--- config.mk ---
export PLATFORM = sky130hd
export DESIGN_NAME = game_timer_flat
export DESIGN_NICKNAME = d
export VERILOG_FILES = /design/src/rtl/game_timer_if.sv /design/src/rtl/game_timer.sv /design/src/flat_wrapper.sv
export SDC_FILE = /design/constraint.sdc
export NUM_CORES = 1
export LEC_CHECK = 0
export ABC_AREA = 1
export ABC_CLOCK_PERIOD_IN_PS = 2700
export CAP_MARGIN = 10
export CORE_MARGIN = 2
export CORE_UTILIZATION = 57
export CTS_CLUSTER_SIZE = 25
export DETAILED_ROUTE_END_ITERATION = 12
export PLACE_DENSITY_LB_ADDON = 0.05
export SLEW_MARGIN = 20
export SYNTH_ARGS = -nofsm -noshare
export SYNTH_HDL_FRONTEND = slang
export SYNTH_SLANG_ARGS = --single-unit
--- constraint.sdc ---
create_clock -name clk -period 2.7 [get_ports clk]
set_input_delay 0.54 -clock clk [delete_from_list [all_inputs] [get_ports clk]]
set_output_delay 0.54 -clock clk [all_outputs]
set_load 0.03 [all_outputs]
--- src/rtl/game_timer_if.sv ---
// Command and display bundle between the game FSM / HUD and the elapsed-time counter.
interface game_timer_if;
  logic       game_clk;
  logic       start;
  logic       pause;
  logic       stop;
  logic [3:0] sec_ones;
  logic [3:0] sec_tens;
  logic [3:0] min_ones;
  logic [3:0] min_tens;
  logic       running;
  logic       sec_pulse;
  logic       saturated;

  modport master (
    output game_clk, start, pause, stop,
    input  sec_ones, sec_tens, min_ones, min_tens, running, sec_pulse, saturated
  );

  modport slave (
    input  game_clk, start, pause, stop,
    output sec_ones, sec_tens, min_ones, min_tens, running, sec_pulse, saturated
  );
endinterface

--- src/rtl/game_timer.sv ---
// Sudoku elapsed-time counter: turns game_clk edges into seconds and keeps an mm:ss BCD value.
module game_timer #(
  parameter int TICKS_PER_SEC = 3,
  parameter int MAX_MIN       = 99
) (
  input logic         clk,
  input logic         reset,
  game_timer_if.slave bus
);

  localparam int CNT_W = (TICKS_PER_SEC > 1) ? $clog2(TICKS_PER_SEC) : 1;
  localparam logic [CNT_W-1:0] LAST_TICK = CNT_W'(TICKS_PER_SEC - 1);
  localparam logic [3:0] MAX_MT = 4'(MAX_MIN / 10);
  localparam logic [3:0] MAX_MO = 4'(MAX_MIN % 10);

  typedef enum logic [1:0] {IDLE, RUN, PAUSE, DONE} state_t;

  state_t           state;
  logic [CNT_W-1:0] tick_cnt;
  logic             game_clk_d;
  logic             running;
  logic             sec_pulse;
  logic             saturated;

  // digit[0]=sec_ones, [1]=sec_tens, [2]=min_ones, [3]=min_tens
  logic [3:0] digit     [4];
  logic [3:0] digit_inc [4];
  logic [3:0] carry;
  logic       tick;
  logic       at_max;

  assign tick     = bus.game_clk ^ game_clk_d;
  assign carry[0] = 1'b1;
  assign at_max   = (digit[3] == MAX_MT) && (digit[2] == MAX_MO) &&
                    (digit[1] == 4'd5)   && (digit[0] == 4'd9);

  generate
    for (genvar gi = 0; gi < 4; gi++) begin : g_digit
      localparam logic [3:0] LIM = (gi == 1) ? 4'd5 : 4'd9;
      assign digit_inc[gi] = !carry[gi]        ? digit[gi] :
                             (digit[gi] == LIM) ? 4'd0      : digit[gi] + 4'd1;
      if (gi < 3) begin : g_carry
        assign carry[gi+1] = carry[gi] && (digit[gi] == LIM);
      end
    end
  endgenerate

  always_ff @(posedge clk or posedge reset) begin
    if (reset) begin
      state      <= IDLE;
      tick_cnt   <= '0;
      game_clk_d <= 1'b0;
      running    <= 1'b0;
      sec_pulse  <= 1'b0;
      saturated  <= 1'b0;
      for (int i = 0; i < 4; i++) digit[i] <= 4'd0;
    end else begin
      game_clk_d <= bus.game_clk;
      sec_pulse  <= 1'b0;
      // Ignored commands do not count as active, so e.g. stop in IDLE never masks start.
      if (bus.stop && (state == RUN || state == PAUSE)) begin
        state   <= DONE;
        running <= 1'b0;
      end else if (bus.start) begin
        state     <= RUN;
        running   <= 1'b1;
        tick_cnt  <= '0;
        saturated <= 1'b0;
        for (int i = 0; i < 4; i++) digit[i] <= 4'd0;
      end else if (bus.pause && state == RUN) begin
        state   <= PAUSE;
        running <= 1'b0;
      end else if (bus.pause && state == PAUSE) begin
        state   <= RUN;
        running <= 1'b1;
      end else if (tick && state == RUN) begin
        if (tick_cnt == LAST_TICK) begin
          tick_cnt <= '0;
          if (at_max) begin
            state     <= DONE;
            running   <= 1'b0;
            saturated <= 1'b1;
          end else begin
            digit     <= digit_inc;
            sec_pulse <= 1'b1;
          end
        end else begin
          tick_cnt <= tick_cnt + 1'b1;
        end
      end
    end
  end

  assign bus.sec_ones  = digit[0];
  assign bus.sec_tens  = digit[1];
  assign bus.min_ones  = digit[2];
  assign bus.min_tens  = digit[3];
  assign bus.running   = running;
  assign bus.sec_pulse = sec_pulse;
  assign bus.saturated = saturated;

endmodule
--- src/flat_wrapper.sv ---
// flat-port wrapper written by rule: the top's interface ports become plain ports
module game_timer_flat 
#(
  parameter int TICKS_PER_SEC = 3,
  parameter int MAX_MIN       = 99
)
  (clk, reset, bus_game_clk, bus_start, bus_pause, bus_stop, bus_sec_ones, bus_sec_tens, bus_min_ones, bus_min_tens, bus_running, bus_sec_pulse, bus_saturated);
  game_timer_if bus_i ();
  input logic clk;
  input logic reset;
  input wire logic [$bits(bus_i.game_clk)-1:0] bus_game_clk;
  input wire logic [$bits(bus_i.start)-1:0] bus_start;
  input wire logic [$bits(bus_i.pause)-1:0] bus_pause;
  input wire logic [$bits(bus_i.stop)-1:0] bus_stop;
  output wire logic [$bits(bus_i.sec_ones)-1:0] bus_sec_ones;
  output wire logic [$bits(bus_i.sec_tens)-1:0] bus_sec_tens;
  output wire logic [$bits(bus_i.min_ones)-1:0] bus_min_ones;
  output wire logic [$bits(bus_i.min_tens)-1:0] bus_min_tens;
  output wire logic [$bits(bus_i.running)-1:0] bus_running;
  output wire logic [$bits(bus_i.sec_pulse)-1:0] bus_sec_pulse;
  output wire logic [$bits(bus_i.saturated)-1:0] bus_saturated;
  assign bus_i.game_clk = bus_game_clk;
  assign bus_i.start = bus_start;
  assign bus_i.pause = bus_pause;
  assign bus_i.stop = bus_stop;
  assign bus_sec_ones = bus_i.sec_ones;
  assign bus_sec_tens = bus_i.sec_tens;
  assign bus_min_ones = bus_i.min_ones;
  assign bus_min_tens = bus_i.min_tens;
  assign bus_running = bus_i.running;
  assign bus_sec_pulse = bus_i.sec_pulse;
  assign bus_saturated = bus_i.saturated;
  game_timer #(.TICKS_PER_SEC(TICKS_PER_SEC), .MAX_MIN(MAX_MIN)) u_core (.clk(clk), .reset(reset), .bus(bus_i));
endmodule
==> results.yml <==
flow_run:
  max_cap_viol_count: 0
die:
  die_y_um: 56.8
  floorplan.initialDensity_pct: 58.7
  floorplan.die_area_mm2: 0.00323
  std_cell_rows: 19
  horizontal_extent_of_the_die_um: 56.8
  placeableCoreArea_mm2: 0.00271
  io_pins: 25
finish:
  finish.net_count: 242
  antennaDiodeCount: 0
  area_growth_pct: 19.7
  layout-drive-gt1-share_pct: 14.7
  final_core_utilization_pct: 70.3
place:
  finalWeightedCongestion: 0.843
  dpl.hpwl_um: 2400
  port_buffers: 24
worst_setup_path:
  cp_max_fo: 5
  critPathCaptureType: "output port"
  critical-path-slowest-cell: "sky130_fd_sc_hd__clkdlybuf4s50_1"
  cp_buf_inv_count: 1
  cp_cell_sequence: "clkdlybuf4s50_1"
  cp_data_required_time_ns: 2.16
  critPathKind: "reg2out"
  critical_path.startpoint_type: "flip-flop"
  worst_path_largest_cell_delay_ns: 0.75
  cp_data_arrival_time_ns: 1.57
  cpLargestDelayFamily: "buffers and inverters"
timing:
  tightest_slew_ns: 0.382
  final.setup.tns_ns: 0
  fmaxAchievable_ghz: 0.475
  final.min_clock_period_ns: 2.11
  final-hold-violation-count: 0
  fin_skew_ns: 0.00528
  final_setup_violation_count: 0
  maxSlewViolCount: 0
  unrepaired_setup_endpoints_after_global_routing: "no"
  max_slew_margin_pct: 74.5
  final_cycle_share_pct: 78.0
run_status:
  run_status: "completed"
logic_synthesis:
  synth_net_count: 214
  synthesis.instances: 198
  ys_seq_elements: 24
  synth_seq_area_share_pct: 37.7
  synth_enable_flop_cells: 0
  postSynth.asyncResetShare_pct: 100
  synth_area_mm2: 0.00159
  ys_warn_count: 0
  synthFlopType: "sky130_fd_sc_hd__dfrtp_1"
  synth.distinct_cells: 30
  synth.avg_cell_area_um2: 8.04
power:
  power_density_mw_per_mm2: 913
  internal_power_mw: 0.962
  net-switching-power_mw: 0.777
  leakagePower_nw: 0.859
  p_seq_share_pct: 34.3
  p_sw_share_pct: 44.7
  power.ir.vdd_worst_mv: 0.659
  clkPwrFrac_pct: 14.9
  combinationalPowerShare_pct: 50.8
clock_tree:
  h-tree-depth: 1
  cts.sink_count: 24
  clkTransAtPathRegs_ns: 0.13
  cts_hold_repair.buffers: 0
  cts_max_path_buffers: 2
  clk_root_buffer_cell: "sky130_fd_sc_hd__clkbuf_4"
  tritoncts_clock_tree: "yes"
  numCtsBuffers: 3
  number_of_resized_instances_in_the_post_cts_repair_step: 0
  clock_insertion_delay_worst_skew_ns: 0.32
  cts_setup_buffers: 0
routing:
  route.vias.total: 1385
  finalWirelength_um: 3090
  drt-vias-per-instance: 5.41
  routed_wire_length_per_instance_um: 12.1
  drt_pre_antenna_iters: 4
  route.detailed.drc: 0
  drt_iter0_markers: 71
  antenna_violating_nets_post_route: 0
grt:
  use_met3_pct: 2.76
  globalRoute.busiestLayer: "met2"
  grt.met2_usage_pct: 37.2
  globalRoute.totalOverflow: 0
  antenna_found_initial: 0
  first_global_vias: 1292
  global_route.usage.met1_pct: 24.7
  aggregate_global_route_resource_usage_pct: 20.7
  grt_first_pass_wirelength_um: 5280
  grt_start_max_net_pins: 25
hold_path:
  type_of_the_most_critical_hold_path: "reg2reg"
final cells by class:
type	count	area, um2
Multi-Input combinational cell	154	892
Fill cell	231	806
Sequential cell	24	601
Timing Repair Buffer	25	248
Inverter	18	72.6
Tap cell	31	38.8
Clock inverter	1	30.0
Clock buffer	3	22.5
power by group through the flow:
stage / sequential (mW) / clock [mW] / combinational (mW)
6_report: 0.596 / 0.259 / 0.884
5_1_grt: 0.616 / 0.278 / 0.985
4_1_cts: 0.596 / 0.267 / 0.884
3_5_place_dp: 0.604 / 0 / 0.882
3_3_place_gp: 0.593 / 0 / 0.855
2_1_floorplan: 0.736 / 0 / 0.468
worst paths after layout:
path | from | to | slack [ns] | cells past startpoint
setup / recovery | u_core.bus.sec_ones[2] | bus_sec_ones[2] | 0.59 | 1
hold / removal | u_core.bus.saturated | u_core.bus.saturated | 0.49 | 2
setup reg to reg | u_core.state[0] | u_core.bus.min_ones[3] | 1.04 | 9
hold reg to reg | u_core.bus.saturated | u_core.bus.saturated | 0.49 | 2
max in group asynchronous | reset | u_core.bus.min_tens[1] | 1.92 | 3
min in group asynchronous | reset | u_core.bus.min_ones[1] | 0.55 | 3
metal layers:
layer / share of wire [%] / routed length [um]
met4: 1.2 / 37
met5: 0 / 0
met3: 3.0 / 94
met1: 47 / 1450
met2: 49 / 1510
cell usage after synthesis (2+ instances only):
master | instances | area [um2]
sky130_fd_sc_hd__dfrtp_1 | 24 | 601
sky130_fd_sc_hd__a21oi_1 | 2 | 10.0
sky130_fd_sc_hd__nand2_2 | 4 | 25.0
sky130_fd_sc_hd__xor2_1 | 5 | 43.8
sky130_fd_sc_hd__nand4_1 | 8 | 50.1
sky130_fd_sc_hd__nand2_1 | 46 | 173
sky130_fd_sc_hd__o21ai_1 | 13 | 65.1
sky130_fd_sc_hd__or2_1 | 4 | 25.0
sky130_fd_sc_hd__inv_1 | 15 | 56.3
sky130_fd_sc_hd__ha_1 | 10 | 125
sky130_fd_sc_hd__or2_2 | 4 | 25.0
sky130_fd_sc_hd__nor2_2 | 7 | 43.8
sky130_fd_sc_hd__nand3_2 | 4 | 40.0
sky130_fd_sc_hd__nor2_1 | 15 | 56.3
sky130_fd_sc_hd__o21ai_0 | 5 | 25.0
sky130_fd_sc_hd__xnor2_1 | 2 | 17.5
sky130_fd_sc_hd__nand3_1 | 16 | 80.1
sky130_fd_sc_hd__inv_2 | 2 | 7.51
kinds of logic after synthesis:
logic type / Yosys count / synth area share (%)
compound gates: 22 / 7.39
xor+xnor: 7 / 3.85
fa+ha+maj: 10 / 7.86
buf+inv: 20 / 6.21
flops: 24 / 37.7
simple gates: 115 / 36.9
metrics by stage:
step	setup WS [ns]	power [mW]	area [um2]	cells	hold WS (ns)
floorplan	1.12	1.20	1590	198	0.500
global placement	0.594	1.45	1850	252	0.464
detailed placement	0.582	1.49	1850	252	0.470
CTS	0.588	1.75	1900	256	0.503
global route	0.539	1.88	1900	256	0.548
finish	0.594	1.74	1900	256	0.492
registers in the layout, summed over array words and instances (netlist names):
| name | flops |
|---|---|
| u_core.bus.min_ones | 4 |
| u_core.bus.min_tens | 4 |
| u_core.bus.running | 1 |
| u_core.bus.saturated | 1 |
| u_core.bus.sec_ones | 4 |
| u_core.bus.sec_pulse | 1 |
| u_core.bus.sec_tens | 4 |
| u_core.game_clk_d | 1 |
| u_core.state | 2 |
| u_core.tick_cnt | 2 |
cells in the final DEF, fill, tap and decap left out:
master                            instances
sky130_fd_sc_hd__a21oi_1                  2
sky130_fd_sc_hd__a21oi_2                  1
sky130_fd_sc_hd__buf_4                    1
sky130_fd_sc_hd__bufinv_16                1
sky130_fd_sc_hd__clkbuf_4                 3
sky130_fd_sc_hd__clkdlybuf4s50_1         24
sky130_fd_sc_hd__dfrtp_1                 24
sky130_fd_sc_hd__ha_1                    10
sky130_fd_sc_hd__inv_1                   15
sky130_fd_sc_hd__inv_2                    2
sky130_fd_sc_hd__inv_6                    1
sky130_fd_sc_hd__nand2_1                 46
sky130_fd_sc_hd__nand2_2                  4
sky130_fd_sc_hd__nand2_4                  1
sky130_fd_sc_hd__nand3_1                 16
sky130_fd_sc_hd__nand3_2                  4
sky130_fd_sc_hd__nand3_4                  1
sky130_fd_sc_hd__nand4_1                  8
sky130_fd_sc_hd__nand4_2                  1
sky130_fd_sc_hd__nor2_1                  15
sky130_fd_sc_hd__nor2_2                   7
sky130_fd_sc_hd__nor2_4                   1
sky130_fd_sc_hd__nor3_1                   1
sky130_fd_sc_hd__nor4_1                   1
sky130_fd_sc_hd__o21ai_0                  5
sky130_fd_sc_hd__o21ai_1                 13
sky130_fd_sc_hd__o21ai_2                  1
sky130_fd_sc_hd__or2_0                    1
sky130_fd_sc_hd__or2_1                    4
sky130_fd_sc_hd__or2_2                    4
sky130_fd_sc_hd__xnor2_1                  2
sky130_fd_sc_hd__xor2_1                   5
Note: power is estimated with default switching activity, not from simulation.
